--- config.mk ---
export PLATFORM = sky130hd
export DESIGN_NAME = spi_periph_core
export DESIGN_NICKNAME = d
export VERILOG_FILES = /design/src/rtl/spi_periph_core.sv
export SDC_FILE = /design/constraint.sdc
export NUM_CORES = 1
export LEC_CHECK = 0
export BUFFER_PORTS_ARGS = -buffer_cell sky130_fd_sc_hd__buf_4
export CAP_MARGIN = 20
export CORE_UTILIZATION = 45
export DETAILED_ROUTE_END_ITERATION = 6
export GPL_TIMING_DRIVEN = 0
export PLACE_DENSITY_LB_ADDON = 0.25
export SLEW_MARGIN = 20
export SYNTH_ARGS = -nofsm -noshare
export SYNTH_HDL_FRONTEND = slang
export SYNTH_SLANG_ARGS = --single-unit
--- constraint.sdc ---
create_clock -name clk -period 2.1 [get_ports clk]
set_input_delay 0.105 -clock clk [delete_from_list [all_inputs] [get_ports clk]]
set_output_delay 0.105 -clock clk [all_outputs]
set_load 0.03 [all_outputs]
--- src/rtl/spi_periph_core.sv ---
// SPI mode-0 peripheral endpoint, MSB first.
// Oversamples sclk/ss_n/mosi on clk; one-entry tx buffer, rx strobe out.
module spi_periph_core #(
    parameter int DWIDTH = 8
) (
    input  logic              clk,
    input  logic              rst_n,
    input  logic              sclk,
    input  logic              ss_n,
    input  logic              mosi,
    output logic              miso,
    output logic              miso_oe,
    input  logic [DWIDTH-1:0] tx_data,
    input  logic              tx_valid,
    output logic              tx_ready,
    output logic [DWIDTH-1:0] rx_data,
    output logic              rx_valid,
    output logic              underrun,
    output logic              busy
);

    localparam int CW = $clog2(DWIDTH) + 1;
    localparam logic [CW-1:0] LAST = CW'(DWIDTH - 1);

    typedef enum logic {
        IDLE,
        SHIFT
    } state_t;

    state_t state;
    state_t state_nxt;

    logic [2:0]        sclk_q;
    logic [2:0]        ss_q;
    logic [1:0]        mosi_q;

    logic              sclk_rise;
    logic              sclk_fall;
    logic              ss_fall;
    logic              ss_rise;
    logic              mosi_s;

    logic              do_load;
    logic              do_rx;
    logic              do_tx;
    logic              do_abort;

    logic [DWIDTH-1:0] tx_buf;
    logic              tx_full;
    logic [DWIDTH-1:0] tx_sh;
    logic [DWIDTH-1:0] rx_sh;
    logic [CW-1:0]     cnt;
    logic [DWIDTH-1:0] rx_next;

    // Two-flop synchronizers plus a third stage on sclk/ss_n for edge detect.
    always_ff @(posedge clk or negedge rst_n) begin
        if (!rst_n) begin
            sclk_q <= '0;
            ss_q   <= '0;
            mosi_q <= '0;
        end else begin
            sclk_q <= {sclk_q[1:0], sclk};
            ss_q   <= {ss_q[1:0], ss_n};
            mosi_q <= {mosi_q[0], mosi};
        end
    end

    assign sclk_rise = sclk_q[1] & ~sclk_q[2];
    assign sclk_fall = ~sclk_q[1] & sclk_q[2];
    assign ss_fall   = ~ss_q[1] & ss_q[2];
    assign ss_rise   = ss_q[1] & ~ss_q[2];
    assign mosi_s    = mosi_q[1];

    assign rx_next   = {rx_sh[DWIDTH-2:0], mosi_s};

    // State register.
    always_ff @(posedge clk or negedge rst_n) begin
        if (!rst_n) begin
            state <= IDLE;
        end else begin
            state <= state_nxt;
        end
    end

    // Next state and per-cycle action decode; deselect beats any sclk event.
    always_comb begin
        state_nxt = state;
        do_load   = 1'b0;
        do_rx     = 1'b0;
        do_tx     = 1'b0;
        do_abort  = 1'b0;
        case (state)
            IDLE: begin
                if (ss_fall) begin
                    state_nxt = SHIFT;
                    do_load   = 1'b1;
                end
            end
            SHIFT: begin
                if (ss_rise) begin
                    state_nxt = IDLE;
                    do_abort  = 1'b1;
                end else if (sclk_rise) begin
                    do_rx = 1'b1;
                end else if (sclk_fall) begin
                    if (cnt != '0) begin
                        do_tx = 1'b1;
                    end else begin
                        do_load = 1'b1;
                    end
                end
            end
            default: begin
                state_nxt = IDLE;
            end
        endcase
    end

    // One-entry transmit buffer; a load can only drain a full buffer.
    always_ff @(posedge clk or negedge rst_n) begin
        if (!rst_n) begin
            tx_buf  <= '0;
            tx_full <= 1'b0;
        end else if (do_load && tx_full) begin
            tx_full <= 1'b0;
        end else if (tx_valid && !tx_full) begin
            tx_buf  <= tx_data;
            tx_full <= 1'b1;
        end
    end

    assign tx_ready = ~tx_full;

    // Transmit shifter and registered miso.
    always_ff @(posedge clk or negedge rst_n) begin
        if (!rst_n) begin
            tx_sh    <= '0;
            miso     <= 1'b0;
            underrun <= 1'b0;
        end else begin
            underrun <= 1'b0;
            if (do_abort) begin
                tx_sh <= '0;
                miso  <= 1'b0;
            end else if (do_load) begin
                if (tx_full) begin
                    tx_sh <= tx_buf;
                    miso  <= tx_buf[DWIDTH-1];
                end else begin
                    tx_sh    <= '0;
                    miso     <= 1'b0;
                    underrun <= 1'b1;
                end
            end else if (do_tx) begin
                tx_sh <= {tx_sh[DWIDTH-2:0], 1'b0};
                miso  <= tx_sh[DWIDTH-2];
            end
        end
    end

    // Receive shifter, bit counter and completed-word strobe.
    always_ff @(posedge clk or negedge rst_n) begin
        if (!rst_n) begin
            rx_sh    <= '0;
            cnt      <= '0;
            rx_data  <= '0;
            rx_valid <= 1'b0;
        end else begin
            rx_valid <= 1'b0;
            if (do_abort) begin
                rx_sh <= '0;
                cnt   <= '0;
            end else if (do_rx) begin
                rx_sh <= rx_next;
                if (cnt == LAST) begin
                    cnt      <= '0;
                    rx_data  <= rx_next;
                    rx_valid <= 1'b1;
                end else begin
                    cnt <= cnt + 1'b1;
                end
            end
        end
    end

    assign miso_oe = (state == SHIFT);
    assign busy    = (state == SHIFT);

endmodule

* After elaboration in Yosys (flattened, before gate mapping)
Cells that the tools add are included.
Widths: inputs -> output; s select.
** Word-level totals
- Output and inout port bits :: 14
- Flip-flop bits (word level) :: 47
- Input bits :: 14
** Cells by class
- Equal/unequal tests :: 1
- Bitwise logic cells :: 12
- Add/sub/neg operators :: 1
- Reductions and logical operators :: 9
- Muxes and demuxes :: 39
** Operator list (count)
- $mux 7 :: 6
- $mux 1 :: 28
- $mux 4 :: 3
- $not 1->1 :: 8
- $add 4x1->4 const B :: 1
- $and 1x1->1 :: 4
- $eq 4x3->1 const B :: 1
- $pmux 1 s2 :: 2
- $reduce_bool 2->1 :: 2
- $reduce_bool 4->1 :: 1
- $reduce_and 3->1 :: 1
- $reduce_bool 3->1 :: 1
- $logic_and 1x1->1 :: 2
- $reduce_and 2->1 :: 1
- $logic_not 1->1 :: 1

* Depth between registers and ports, before layout
- Depth after elaboration :: 9
- Depth in mapped cells :: 6
- Gate-level depth less buffers :: 6

* Worst setup path before layout
No wires, ideal clock.
- Path kind :: flip-flop to flip-flop
- Start :: reg cnt[0]
- End :: reg miso
- Clock period less this slack :: 1509 ps
- Data required time :: 1974 ps
- Library setup time :: 126 ps
- Stages on the path, launching flop included :: 7
- Setup slack :: 591 ps
- Arrival time :: 1383 ps
- Cells stage by stage :: dfrtp_1 > inv_1 > ha_1 > nor3b_4 > a41oi_2 > a21oi_4 > a221o_1
** On the way
- Word-level cells in the longest chain between the ends :: 8
** RTL lines
- start: declaration :: RTL line 52 : logic [CW-1:0] cnt;
- start signal: assignment :: RTL line 180 : cnt <= cnt + 1'b1;
- $reduce_bool 4->1 (*) :: RTL line 106 : if (cnt != '0) begin
- $mux 1 :: RTL line 106
- $mux 1 :: RTL line 105 : end else if (sclk_fall) begin
- $mux 1 :: RTL line 103 : end else if (sclk_rise) begin
- $mux 1 :: RTL line 100 : if (ss_rise) begin
- $pmux 1 s2 :: RTL line 92 : case (state)
- $mux 1 :: RTL line 145 : end else if (do_load) begin
- $mux 1 :: RTL line 142 : if (do_abort) begin
- end signal: assignment :: RTL line 148 : miso <= tx_buf[DWIDTH-1];
- end signal: assignment :: RTL line 156 : miso <= tx_sh[DWIDTH-2];
- end: declaration :: RTL line 11 : output logic miso,
Every way passes the cells marked *; elsewhere a longest branch is shown, timed or not.
A chain may end at the register's enable or synchronous reset.

* Worst setup path after layout
- Start :: reg cnt[0]
- End :: reg tx_sh[1]
** On the way
- Word-level cells in the longest chain between the ends :: 8
** RTL lines
- $reduce_bool 4->1 (*) :: RTL line 106
- $mux 1 :: RTL line 106
- $mux 1 :: RTL line 105
- $mux 1 :: RTL line 103
- $mux 1 :: RTL line 100
- $pmux 1 s2 :: RTL line 92
- $mux 7 :: RTL line 145
- $mux 7 :: RTL line 142
- end signal: assignment :: RTL line 147 : tx_sh <= tx_buf;
- end signal: assignment :: RTL line 155 : tx_sh <= {tx_sh[DWIDTH-2:0], 1'b0};
- end: declaration :: RTL line 50 : logic [DWIDTH-1:0] tx_sh;
Marks and branches as above.

==> results.md <==
* ANT cells at 0
* Least-Margin Pin Slew at between 0.6 and 0.7 ns
* Io pins at 28
* Post-CTS resize count at 0
* Die area at 4573 µm²
* Critical Path Start Type: flop
* Layout Skew at 0.007709 ns
* Via density at 5.021
* Netlist cell types at 35
* Row count at 23
* H-tree depth at 2
* Drt drc at 0
* Slew headroom at a little under 60%
* ANT nets after route at 0
* Routed wire length at about 3.2 mm
* Status: finished clean
* Setup Crit Path Kind: reg2reg
* Final Non-Filler Cells at between 200 and 250
* I/O Buffers at 27
* Worst-path clk slew at 0.09 ns
* Setup bufs post-CTS at 0
* Share of layout cells above drive strength 1 at 32.98%
* CTS max path bufs at 2
* Net count, final at 203
* RSZ-0062 raised after global routing: no
* Final hold vios at 0
* Synth warn at 0
* Final period utilization at 80.43%
* Vias at 1195
* Hold Buf Count CTS at 4
* CTS Root Cell: clkbuf_8
* Synthesis-stage register bit count at 47
* Drt wl/cell at 13.27 µm
* Net Count, Synth at 165
* Die span in y at 67.63 µm
* Setup violators final at 0
* Vias in the first global route at 1266
* Worst IR Drop VDD at about 0.65 mV
* Placed cell count at 226
* TritonCTS Buffers at 5
* Final GP Congestion at 0.7913
* Max-cap violation count at 0
* Global-route wire length before repair at 5.568 mm
* GR Overflow Total at 0
* Minimum clock period at between 1.5 and 2 ns
* Initial antenna violation count at 0
* Area growth syn-to-layout at 20.14%
* Pwr/cell area at 940.8 nW/µm²
* Final TNS setup at 0 ns
* Post-synthesis sequential area ratio at 60.68%
* WP data arrival at 1.92 ns
* Hold Crit Class: in2reg
* Worst path required time at 2.33 ns
* Fmax at 0.5921 GHz
* Starting DRT DRC Count at 39
* Crit end category: flop
* Post-synthesis cell area at 1938 µm²
* Final Max Slew Viols at 0
* Num Clock Sinks at 47
* Largest net degree at the start of global routing at 48
* Drt pass-1 iters at 4
* Gr usage total at about 17%
* Synth Area per Inst at roughly 13 µm²
* Later-pin clock latency in the skew report at approximately 0.3 ns
* Total power draw at about 0.0022 W
* Post-Synthesis Cells at 149
* Post-DP HPWL at approximately 2.2 mm
* Core area at between 4000 and 5000 µm²
* CTS tree: done
* Leakage Power at 1.163 nW
* Initial Utilization at 47.76%
* Largest fanout on the critical path at 8
* Die width at 67.63 µm
[final cells by class]
cell class	instances	area [µm²]
inverters	5	18.77
fillers	331	1729
multi-input cells	92	710.7
flip-flops and latches	47	1176
plain buffers	5	32.53
clock buffers	6	72.57
repair buffers	31	242.7
well taps	50	62.56
clock inverters	2	12.51
[sequential cells by signal, indices dropped and copies added (netlist names), 2 cells and up]
| register | cells |
|---|---|
| cnt | 4 |
| mosi_q | 2 |
| rx_data | 8 |
| rx_sh | 7 |
| sclk_q | 3 |
| ss_q | 3 |
| tx_buf | 8 |
| tx_sh | 7 |
[synth_stat cells]
library cell	number	share of area, %
mux2i_1	1	0.52
a41oi_2	1	0.84
nand4_1	3	0.97
a22o_1	1	0.45
nand3_1	4	1.0
nand2_4	1	0.58
nor4b_4	1	1.2
buf_2	2	0.52
and2_1	9	2.9
dfrtp_1	47	61
buf_4	1	0.39
a21o_1	1	0.39
nor2b_2	1	0.45
nand2b_1	1	0.32
nor3b_1	1	0.39
clkbuf_1	1	0.19
nand2_1	19	3.7
inv_1	5	0.97
or3_1	1	0.32
a21oi_1	5	1.3
nor3b_4	1	0.97
nor2b_1	1	0.32
nand3_2	1	0.52
o31ai_1	1	0.39
a21oi_4	1	0.84
maj3_1	1	0.52
and3_1	2	0.65
and2b_1	2	0.77
a221o_1	7	3.6
mux2_2	16	9.3
xor2_1	1	0.45
buf_6	1	0.58
ha_1	2	1.3
nand2b_4	1	0.71
nor2_1	5	0.97
[critical path: stages, from the launching register on]
cell and delay (ns):
dfrtp_1 0.44, inv_1 0.08, ha_1 0.14, nor3b_4 0.29
nand4_1 0.21, a21oi_4 0.28, a221o_1 0.19
[power breakdown]
part / internal (W) / switching (W)
Clock: 0.000233 / 0.000289
Combinational: 0.000246 / 0.000214
Sequential: 0.00109 / 0.000119
[logic make-up (layout without fill, tap and decap cells)]
logic type / Yosys count / in the layout / synth area share (%)
compound gates: 17 / 17 / 7.812
xor+xnor: 1 / 1 / 0.4520
fa+ha+maj: 3 / 3 / 1.807
buf+inv: 10 / 49 / 2.647
flops: 47 / 47 / 60.68
mux: 17 / 17 / 9.813
simple gates: 54 / 54 / 16.79
[per-layer routing]
metal	global-route usage, %	part of all wire (%)
met1	19.96	45
met2	28.34	49
met3	4.561	4.0
met4	7.447	1.5
met5	0	0
[worst paths after layout]
kind | from | end | slack [ns] | cells after the start
max in group asynchronous | rst_n | tx_buf[2] | 1.37 | 2
setup / recovery | cnt[0] | tx_sh[1] | 0.41 | 6
hold / removal | tx_data[7] | tx_buf[7] | 0.04 | 2
hold reg to reg | sclk_q[0] | sclk_q[1] | 0.35 | 0
min in group asynchronous | rst_n | cnt[2] | 0.35 | 2
setup reg to reg | cnt[0] | tx_sh[1] | 0.41 | 6
[placed cells by master, fill, tap and decap left out, types with 2 or more instances in the layout]
cell,netlist,layout
a21oi_1,5,5
a221o_1,7,7
and2_1,9,9
and2b_1,2,2
and3_1,2,2
buf_2,2,2
buf_4,1,28
clkbuf_1,1,2
clkbuf_8,0,5
dfrtp_1,47,47
dlygate4sd3_1,0,4
ha_1,2,2
inv_1,5,5
mux2_2,16,16
nand2_1,19,19
nand3_1,4,4
nand4_1,3,3
nor2_1,5,5
[stage by stage]
step / setup slack [ns] / hold WS (ns) / util, % / cell area (µm²)
global route: 0.2876 / 0.02219 / 57.39 / 2328
global placement: 0.4757 / 0.1415 / 54.30 / 2203
detailed placement: 0.4223 / 0.1449 / 54.30 / 2203
finish: 0.4111 / 0.03504 / 57.39 / 2328
floorplan: 0.5913 / -0.1906 / - / 1938
CTS: 0.4039 / 0.02942 / 57.39 / 2328
No activity file was read; power rests on OpenSTA's default activity.
